===== config.mk =====
export PLATFORM = sky130hd
export DESIGN_NAME = gshare_bht_ctrl
export DESIGN_NICKNAME = d
export VERILOG_FILES = /design/src/rtl/gshare_bht_ctrl.sv
export SDC_FILE = /design/constraint.sdc
export NUM_CORES = 1
export LEC_CHECK = 0
export BUFFER_PORTS_ARGS = -buffer_cell sky130_fd_sc_hd__clkbuf_2
export CORE_MARGIN = 2
export CORE_UTILIZATION = 35
export DETAILED_ROUTE_END_ITERATION = 12
export GPL_TIMING_DRIVEN = 0
export PLACE_DENSITY = 0.8
export SYNTH_ARGS = -nofsm -noshare
export SYNTH_HDL_FRONTEND = slang
export SYNTH_SLANG_ARGS = --single-unit

===== constraint.sdc =====
create_clock -name clk -period 1.52 [get_ports clk]
set_clock_uncertainty 0.05 [all_clocks]
set_input_delay 0.076 -clock clk [delete_from_list [all_inputs] [get_ports clk]]
set_output_delay 0.076 -clock clk [all_outputs]
set_load 0.02 [all_outputs]

===== src/rtl/gshare_bht_ctrl.sv =====
// Gshare branch history table controller: sweeps the counter array after reset,
// serves combinational lookups and applies resolved outcomes to saturating counters.
module gshare_bht_ctrl #(
    parameter int              CTR_W    = 2,
    parameter logic [CTR_W-1:0] INIT_CTR = CTR_W'(1)
) (
    input  logic             clk,
    input  logic             rst,
    input  logic             fetch_valid,
    input  logic [31:0]      fetch_pc,
    output logic             pred_taken,
    output logic [3:0]       pred_ghr,
    output logic             pred_ready,
    input  logic             resolve_valid,
    input  logic [31:0]      resolve_pc,
    input  logic [3:0]       resolve_ghr,
    input  logic             resolve_taken,
    input  logic             mispredict,
    output logic             tbl_write_a,
    output logic [3:0]       tbl_index_a,
    output logic [CTR_W-1:0] tbl_datain_a,
    input  logic [CTR_W-1:0] tbl_dataout_a,
    output logic             tbl_write_b,
    output logic [3:0]       tbl_index_b,
    output logic [CTR_W-1:0] tbl_datain_b,
    input  logic [CTR_W-1:0] tbl_dataout_b
);

    typedef enum logic [0:0] {
        ST_INIT = 1'b0,
        ST_RUN  = 1'b1
    } state_t;

    localparam logic [CTR_W-1:0] CTR_MAX = {CTR_W{1'b1}};
    localparam logic [CTR_W-1:0] CTR_MIN = {CTR_W{1'b0}};

    // Saturating counter step; never wraps at either end.
    function automatic logic [CTR_W-1:0] sat_step(input logic [CTR_W-1:0] c, input logic up);
        logic [CTR_W-1:0] r;
        if (up) begin
            r = (c == CTR_MAX) ? c : c + CTR_W'(1);
        end else begin
            r = (c == CTR_MIN) ? c : c - CTR_W'(1);
        end
        return r;
    endfunction

    state_t           state_q, state_d;
    logic [3:0]       sweep_q, sweep_d;
    logic [3:0]       ghr_q, ghr_d;
    logic             upd_v_q, upd_v_d;
    logic [3:0]       upd_idx_q, upd_idx_d;
    logic             upd_taken_q, upd_taken_d;

    logic [3:0]       lookup_idx_s;
    logic [CTR_W-1:0] new_ctr_s;
    logic [CTR_W-1:0] eff_ctr_s;
    logic             unused_s;

    assign lookup_idx_s = fetch_pc[5:2] ^ ghr_q;
    assign new_ctr_s    = sat_step(tbl_dataout_b, upd_taken_q);
    assign unused_s     = ^{fetch_pc[31:6], fetch_pc[1:0], resolve_pc[31:6], resolve_pc[1:0]};
    assign tbl_write_a  = 1'b0;
    assign tbl_datain_a = CTR_MIN;

    // State, sweep, history and update-pipeline registers.
    always_ff @(posedge clk or posedge rst) begin
        if (rst) begin
            state_q     <= ST_INIT;
            sweep_q     <= 4'd0;
            ghr_q       <= 4'd0;
            upd_v_q     <= 1'b0;
            upd_idx_q   <= 4'd0;
            upd_taken_q <= 1'b0;
        end else begin
            state_q     <= state_d;
            sweep_q     <= sweep_d;
            ghr_q       <= ghr_d;
            upd_v_q     <= upd_v_d;
            upd_idx_q   <= upd_idx_d;
            upd_taken_q <= upd_taken_d;
        end
    end

    // Next-state: sweep in INIT; history and update capture in RUN.
    always_comb begin
        state_d     = state_q;
        sweep_d     = sweep_q;
        ghr_d       = ghr_q;
        upd_v_d     = 1'b0;
        upd_idx_d   = upd_idx_q;
        upd_taken_d = upd_taken_q;
        case (state_q)
            ST_INIT: begin
                sweep_d = sweep_q + 4'd1;
                if (sweep_q == 4'd15) begin
                    state_d = ST_RUN;
                end else begin
                    state_d = ST_INIT;
                end
            end
            ST_RUN: begin
                // Recovery wins over the speculative shift of a same-cycle fetch.
                if (resolve_valid && mispredict) begin
                    ghr_d = {resolve_ghr[2:0], resolve_taken};
                end else if (fetch_valid) begin
                    ghr_d = {ghr_q[2:0], pred_taken};
                end else begin
                    ghr_d = ghr_q;
                end
                upd_v_d     = resolve_valid;
                upd_idx_d   = resolve_pc[5:2] ^ resolve_ghr;
                upd_taken_d = resolve_taken;
            end
            default: begin
                state_d = ST_INIT;
                sweep_d = 4'd0;
            end
        endcase
    end

    // Array port drive, prediction and bypass of the in-flight update.
    always_comb begin
        pred_taken   = 1'b0;
        pred_ready   = 1'b0;
        pred_ghr     = ghr_q;
        tbl_index_a  = 4'd0;
        tbl_write_b  = 1'b0;
        tbl_index_b  = 4'd0;
        tbl_datain_b = CTR_MIN;
        eff_ctr_s    = tbl_dataout_a;
        case (state_q)
            ST_INIT: begin
                tbl_index_b = sweep_q;
                if (!rst) begin
                    tbl_write_b  = 1'b1;
                    tbl_datain_b = INIT_CTR;
                end else begin
                    tbl_write_b  = 1'b0;
                    tbl_datain_b = CTR_MIN;
                end
            end
            ST_RUN: begin
                pred_ready  = 1'b1;
                tbl_index_a = lookup_idx_s;
                if (upd_v_q && (upd_idx_q == lookup_idx_s)) begin
                    eff_ctr_s = new_ctr_s;
                end else begin
                    eff_ctr_s = tbl_dataout_a;
                end
                pred_taken = eff_ctr_s[CTR_W-1];
                if (upd_v_q) begin
                    tbl_write_b  = 1'b1;
                    tbl_index_b  = upd_idx_q;
                    tbl_datain_b = new_ctr_s;
                end else begin
                    tbl_write_b  = 1'b0;
                end
            end
            default: begin
                pred_ready = 1'b0;
            end
        endcase
    end

endmodule


### Yosys cells after proc, flatten, opt, wreduce, memory -nomap -nowiden

Cells that the tools add are included.
Widths: inputs -> output; s select.

| word-level totals | value |
|---|---|
| register bits | 15 |
| input bits | 78 |
| output and inout bits | 20 |

| operators by class | value |
|---|---|
| add/subtract/negate cells | 3 |
| equality and inequality tests | 3 |
| mux-type cells | 20 |
| bitwise logic cells | 3 |
| reduce and logical (&&, ||, !) cells | 5 |

Operator list:

| kind | count |
|---|---|
| $mux 4 | 4 |
| $mux 2 | 5 |
| $mux 1 | 8 |
| $pmux 4 s2 | 1 |
| $xor 4x4->4 | 2 |
| $add 4x1->4 const B | 1 |
| $eq 4x4->1 | 1 |
| $eq 4x4->1 const B | 1 |
| $pmux 2 s2 | 1 |
| $add 2x1->2 const B | 1 |
| $eq 2x2->1 const B | 1 |
| $logic_and 1x1->1 | 2 |
| $logic_not 2->1 | 1 |
| $pmux 1 s2 | 1 |
| $reduce_and 2->1 | 1 |
| $reduce_bool 2->1 | 1 |
| $sub 2x1->2 const B | 1 |
| $not 1->1 | 1 |

### Logic depth before layout (Yosys ltp)

Gate-level depths: netlist of run 1.

| logic depth | value |
|---|---|
| depth after elaboration | 7 |
| mapped depth | 5 |
| gate-level depth less buffers | 5 |

### Worst setup path before layout of run 1

No wires, ideal clock.

| timing | value |
|---|---|
| kind | register to register |
| start point | register ghr_q[3], in the netlist pred_ghr[3] |
| end point | register ghr_q[0], in the netlist pred_ghr[0] |
| setup time | 66 ps |
| arrival time | 1756 ps |
| required time | 1404 ps |
| path slack | -352 ps |
| stages on the path, launching flop included | 6 |
| clock period less this slack | 1872 ps |
| cell sequence | dfrtp_1 > xnor2_2 > xnor2_1 > nor4_2 > mux2i_1 > o21a_1 |

| between the ends | value |
|---|---|
| cells in the longest elaborated chain, start to end | 7 |

Ends and longest elaborated chain:

| element | RTL line | text |
|---|---|---|
| start: declaration | 50 | `logic [3:0] ghr_q, ghr_d;` |
| start signal: assignment | 78 | `ghr_q <= ghr_d;` |
| $xor 4x4->4 | 60 | `assign lookup_idx_s = fetch_pc[5:2] ^ ghr_q;` |
| $eq 4x4->1 | 146 | `if (upd_v_q && (upd_idx_q == lookup_idx_s)) begin` |
| $logic_and 1x1->1 | 146 |  |
| $mux 2 | 146 |  |
| $mux 1 | 132 | `case (state_q)` |
| via pred_taken | 11 | `output logic pred_taken,` |
| $mux 4 | 106 | `end else if (fetch_valid) begin` |
| $mux 4 | 104 | `if (resolve_valid && mispredict) begin` |

The timed path passes the listed nets, and every way through them passes these cells. The select of a mux whose other input is x is not followed.
A chain may end at the register's enable or synchronous reset.

### Worst setup path in the final report of run 1

| timing | value |
|---|---|
| start point | register ghr_q[3], in the netlist pred_ghr[3] |
| end point | output port pred_taken |

| between the ends | value |
|---|---|
| cells in the longest elaborated chain, start to end | 5 |

Ends and longest elaborated chain:

| element | RTL line |
|---|---|
| $xor 4x4->4 | 60 |
| $eq 4x4->1 | 146 |
| $logic_and 1x1->1 | 146 |
| $mux 2 | 146 |
| $mux 1 | 132 |
| end: declaration | 11 |

No other way between the ends.

==> results of run 1 <==
how the worst max path moves through the flow:
stage / slack, ns / end / cells past startpoint / from
floorplan: -0.23 / pred_ghr[0] / 5 / pred_ghr[3]
global placement: -0.16 / pred_taken / 5 / pred_ghr[0]
detailed placement: -0.23 / pred_taken / 5 / pred_ghr[0]
CTS: -0.41 / pred_taken / 5 / pred_ghr[3]
global route: -0.50 / pred_taken / 5 / upd_idx_q[1]
finish: -0.43 / pred_taken / 5 / pred_ghr[3]
logic make-up (layout without fill, tap and decap cells):
group	count (synthesis)	after routing
compound gates	19	19
simple gates	30	30
fa+ha+maj	3	3
xor+xnor	15	15
buf+inv	13	62
flops	15	15
other cells	1	3
mux	4	4
flip-flops by register name, summed over array words and instances, names as in the netlist:
| signal | cells |
|---|---|
| upd_v_q | 1 |
| state_q | 1 |
| pred_ghr | 4 |
| upd_taken_q | 1 |
| sweep_q | 4 |
| upd_idx_q | 4 |
synthesized netlist by cell type:
cell / n
dfrtp_1: 15
xnor2_1: 11
a21oi_1: 9
nor2_1: 9
inv_1: 6
nand3_1: 6
nand2_1: 5
o21ai_0: 5
buf_4: 3
mux2_2: 3
o22ai_1: 3
and2_1: 2
and2b_1: 2
buf_1: 2
clkbuf_1: 2
maj3_1: 2
nor2b_1: 2
xnor2_2: 2
a31o_2: 1
and2b_2: 1
and3_1: 1
conb_1: 1
ha_1: 1
mux2i_1: 1
nor4_2: 1
o21a_1: 1
or4_1: 1
xnor3_1: 1
xor2_1: 1
metal layers:
metal | global-route usage | part of all wire
met5 | 0 | 0
met4 | 0.05923 | 0.012
met1 | 0.2141 | 0.43
met2 | 0.2840 | 0.50
met3 | 0.03256 | 0.055
worst max-delay path, delay by kind of cell (launching register included):
kind                      cells  cell delay (ns)
xor gates and xnor gates      2             0.31
DFF                           1             0.44
and+or+nand+nor               1             0.34
muxes                         1             0.27
buffers and inverters         1             0.17
power groups by stage:
stage / Clock (W) / Sequential, W / Combinational (W)
6_report: 0.000236 / 0.000472 / 0.000419
3_3_place_gp: 0 / 0.000475 / 0.000331
2_1_floorplan: 0 / 0.000485 / 0.000216
5_1_grt: 0.000258 / 0.000476 / 0.000450
4_1_cts: 0.000229 / 0.000467 / 0.000405
3_5_place_dp: 0 / 0.000476 / 0.000336
repair_timing:
action,in CTS,in global routing
hold endpoints to repair,16,1
pin swaps,2,1
endpoints found under the setup margin,13,9
resized for setup,27,14
setup buffers,5,1
hold buffers,2,1
per-stage QoR:
| step | std cells | total power [W] | hold slack (ns) | setup WS [ns] |
|---|---|---|---|---|
| after detailed placement | 169 | 0.0008119 | 0.1154 | -0.2287 |
| after global routing | 181 | 0.001185 | 0.02037 | -0.4999 |
| final | 181 | 0.001128 | 0.02085 | -0.4308 |
| after CTS | 180 | 0.001101 | 0.006012 | -0.4140 |
| after global placement | 169 | 0.0008054 | 0.09347 | -0.1627 |
| after floorplan | 102 | 0.0007005 | -0.06602 | -0.2311 |
final cells by class:
type,count,area (um^2),share of cell area
Timing Repair Buffer,45,276.5,0.2005
Multi-Input combinational cell,74,568.0,0.4120
Tap cell,30,37.54,0.02722
Sequential cell,15,380.4,0.2759
Inverter,6,22.52,0.01633
Clock buffer,4,26.28,0.01906
Buffer,7,67.56,0.04900
==> flow_summary.json, run 1 <==
{
  "status": "complete, but fails checks",
  "failed_checks": "setup timing",
  "dr.pass1.iters": 4,
  "yosysSeqAreaShare": 0.4000,
  "end_kind": "primary output",
  "io_pins": 98,
  "critPathArrivalTime_ns": 1.82,
  "comb_power_share": 0.372,
  "max_freq_ghz": 0.5126,
  "path_cells": "xnor2_2 > xnor2_2 > nor4_4 > mux2i_2 > buf_4",
  "r2r_cells": 6,
  "worst_hold_startpoint": "resolve_pc[4]",
  "path_class": "reg2out",
  "synth_top_family_by_area": "XOR/XNOR gates",
  "clkLatencyLatePin_ns": 0.29,
  "rsz0062_at_grt": "true",
  "min_period_ns": 1.951,
  "grt_max_degree": 16,
  "fin_nets": 231,
  "final_area_mm2": 0.001379,
  "dr_total_vias": 891,
  "syn_area_um2": 938.4,
  "maxSlewHeadroom": 0.5182,
  "cp-start-kind": "flop",
  "synth_top_area_share": 0.4000,
  "r2r_start": "pred_ghr[3]",
  "start_util": 0.3754,
  "drc": 0,
  "vias_per_cell": 4.923,
  "hold_violations": 0,
  "cpMaxStageDelayCell": "dfrtp_2",
  "ant_nets": 0,
  "numCtsBuffers": 3,
  "post-route-util": 0.5516,
  "timing.final.crit_share": 1.283,
  "intPower_w": 0.0007405,
  "vdd_ir_drop_max_mv": 0.4475,
  "drt_iter0_markers": 25,
  "synthTopCellsByArea": "dfrtp_1 (40%), xnor2_1 (10%), a21oi_1 (4.8%)",
  "p_sw_frac": 0.3434,
  "layout_common_cells": "clkbuf_2 (30), buf_4 (14), dfrtp_1 (11), nor2_1 (9), a21oi_1 (9)",
  "min_to": "upd_idx_q[2]",
  "grt_use_total": 0.1684,
  "layout_commonest_cell": "clkbuf_2",
  "clk_pin_slew_ns": 0.10,
  "drive_gt1_frac": 0.4768,
  "port_buffers": 37,
  "post_dp_cell_area_mm2": 0.001175,
  "clock_path_buffers": 2,
  "finalSetupTns_ns": -0.6099,
  "yosysWarnings": 0,
  "die_w_um": 55.78,
  "synth_xor_area_frac": 0.1707,
  "n_fill_cell": 218,
  "wl_per_cell_um": 14.18,
  "synthSimpleGateAreaFrac": 0.1680,
  "first_global_vias": 891,
  "drv_cap": 0,
  "dieHeight_um": 55.78,
  "cts_tree": "done",
  "clkSinkCount": 15,
  "grt_overflow_total": 0,
  "rows": 18,
  "die-area_mm2": 0.003111,
  "area_growth_pct": 46.93,
  "required_ns": 1.39,
  "seqPwrFrac": 0.419,
  "yosys.area.top_type": "dfrtp_1",
  "hold_class": "in2reg",
  "fin_ws_ns": -0.4308,
  "gp_congestion": 0.8056,
  "htreeDepth": 1,
  "grt_pass1_wl_um": 4133,
  "clockPowerShare": 0.210,
  "cp_slowest_stage_delay_ns": 0.44,
  "power_density_mw_per_mm2": 817.9,
  "power.leakage_nw": 0.6646,
  "clockRootBuffer": "clkbuf_4",
  "setup_viol": 2,
  "drt_wl_total_um": 2566,
  "ys_seq_elements": 15,
  "critPathMaxFanout": 2,
  "worst_hold_path.num_cells": 3,
  "syn_inst": 100,
  "synth_fa_ha_area_frac": 0.03467,
  "dp_hpwl_um": 1783,
  "synth_compound_area_frac": 0.1120,
  "slew_viol_final": 0,
  "p_sw_w": 0.0003872,
  "antenna_found_initial": 0,
  "core_area_mm2": 0.002500,
  "worst_slew_pin_slew_ns": 0.7203,
  "synth_cell_types": 29,
  "cpMostUsedCell": "xnor2_2",
  "regToRegSetupSlack_ns": -0.18,
  "syn_area_per_cell_um2": 9.384,
  "synthMuxAreaShare": 0.04667,
  "num_antenna_cells": 0,
  "r2r-end": "pred_ghr[0]"
}
(Power assumes the default switching activity.)
==> run 2, diff against run 1 <==
CORE_ASPECT_RATIO = 2   (was default)
==> run 2 against run 1 <==
  * The run still ends with setup timing left
  * Clock power up 40%
  * First-iteration DRC count is 4.0% higher
  * Final area fell by 0.82%
  * Final cell count fell by 1.7%
  * Sequential cell count did not move
  * Count of clock-buffer cells in the layout did not move
  * Sequential power shrank 1%
  * Wire length is 8.6% lower
  * Maximum frequency is 2.7% higher
  * Register-to-register slack barely moved
==> flow_summary.json, run 2 (synthesis gave the netlist of run 1 again) <==
{
  "worst_slew_pin_slew_ns": 0.6647,
  "min_period_ns": 1.900,
  "rsz0062_at_grt": "true",
  "failed_checks": "setup timing",
  "post_dp_cell_area_mm2": 0.001172,
  "grt_pass1_wl_um": 3601,
  "core_area_mm2": 0.002537,
  "drt_iter0_markers": 26,
  "required_ns": 1.39,
  "power.leakage_nw": 0.6671,
  "htreeDepth": 1,
  "path_class": "reg2out",
  "drv_cap": 0,
  "io_pins": 98,
  "instances_no_fill": 178,
  "antenna_found_initial": 0,
  "dr.pass1.iters": 4,
  "cp-start-kind": "flop",
  "critical-path-top-delay-family": "flip-flops",
  "regArea_um2": 379.1,
  "grt_overflow_total": 0,
  "drt_wl_total_um": 2346,
  "layout_common_cells": "clkbuf_2 (30), buf_4 (13), dfrtp_1 (12), nor2_1 (9), a21oi_1 (9)",
  "clkLatencyLatePin_ns": 0.26,
  "grt_use_total": 0.1656,
  "clkSinkCount": 15,
  "layout_commonest_cell": "clkbuf_2",
  "vdd_ir_drop_max_mv": 0.5251,
  "cp_slowest_stage_delay_ns": 0.42,
  "grt_util_met3": 0.02023,
  "timing.final.crit_share": 1.250,
  "fin_ws_ns": -0.3803,
  "hold_class": "in2reg",
  "port_buffers": 37,
  "clk_pin_slew_ns": 0.06,
  "power_density_mw_per_mm2": 883.9,
  "dp.cells": 167,
  "grt_max_degree": 16,
  "vias_per_cell": 4.770,
  "wl_per_cell_um": 13.18,
  "ant_nets": 0,
  "numCtsBuffers": 3,
  "end_kind": "primary output",
  "hold_slack_ns": 0.01340,
  "regToRegSetupSlack_ns": -0.17,
  "rows": 26,
  "met1_usage": 0.1873,
  "cts_tree": "done",
  "num_antenna_cells": 0,
  "setup_viol": 2,
  "start_util": 0.3698,
  "dr_total_vias": 849,
  "hold_violations": 0,
  "gr-usage-met2": 0.2746,
  "dp_slack_ns": -0.2174,
  "slew_viol_final": 0,
  "critPathMaxFanout": 3,
  "path_cells": "xnor2_2 > xnor2_2 > nor4_4 > mux2i_2 > buf_4",
  "cpMaxStageDelayCell": "dfrtp_2",
  "grt_busiest_layer": "met2",
  "n_fill_cell": 238,
  "maxSlewHeadroom": 0.5554,
  "multi_input_area_um2": 564.3,
  "crit_buf_inv": 1,
  "max_freq_ghz": 0.5262,
  "area_growth_pct": 45.73,
  "final_area_mm2": 0.001368,
  "clock_path_buffers": 2,
  "critPathArrivalTime_ns": 1.77,
  "die-area_mm2": 0.003136,
  "die_w_um": 40.62,
  "drc": 0,
  "status": "complete, but fails checks",
  "first_global_vias": 823,
  "gp_congestion": 0.8042,
  "drive_gt1_frac": 0.4733,
  "power.total_w": 0.001209,
  "clockRootBuffer": "clkbuf_8",
  "cpMostUsedCell": "xnor2_2",
  "dieHeight_um": 77.23,
  "fin_nets": 230
}
==> run 2: cell count changes in the layout (fill, tap and decap cells not counted) <==
cell / change
dfrtp_2: -1
dlygate4sd3_1: -2
buf_6: +1
buf_2: +3
o21ai_1: +1
dfrtp_1: +1
buf_4: -1
o21ai_2: -1
clkbuf_8: +2
clkbuf_4: -4
==> run 2: stage by stage <==
step / setup TNS, ns / util
after floorplan: -0.2978 / -
after global placement: -1.530 / 0.4620
after detailed placement: -1.654 / 0.4620
after CTS: -0.6732 / 0.5079
after global routing: -0.6835 / 0.5390
final: -0.5549 / 0.5390
==> run 2: area by class of cell <==
type,count,share of cell area
buffer,7,0.05215
clock buffer,4,0.03294
inverter,6,0.01647
multi-input combinational,74,0.4126
sequential,15,0.2772
tap,28,0.02562
timing repair buffer,44,0.1830
==> run 2: final timing paths <==
path,from,endpoint,depth (start not counted)
min in group asynchronous,rst,upd_taken_q,3
setup / recovery,pred_ghr[3],pred_taken,5
hold reg to reg,sweep_q[0],sweep_q[0],1
setup reg to reg,pred_ghr[3],pred_ghr[0],6
max in group asynchronous,rst,pred_ghr[3],3
hold / removal,resolve_valid,upd_v_q,2
==> run 2: per-layer routing <==
layer  part of all wire  up-vias
met2               0.55       33
met5                  0        -
met3              0.061        5
li1                   -      426
met1               0.36      385
met4              0.023        0
==> run 2: report_power, final <==
group,internal (W),switching (W),total [W]
Sequential,0.000430,0.0000358,0.000466
Clock,0.000186,0.000143,0.000330
Combinational,0.000204,0.000209,0.000413
==> run 2: what timing repair did <==
item                                    CTS  global route
hold endpoints to repair                 15             0
hold buffers                              1             0
pin swaps                                 3             2
gates resized for setup                  16            22
endpoints found under the setup margin   14            10
setup buffers                             3             4
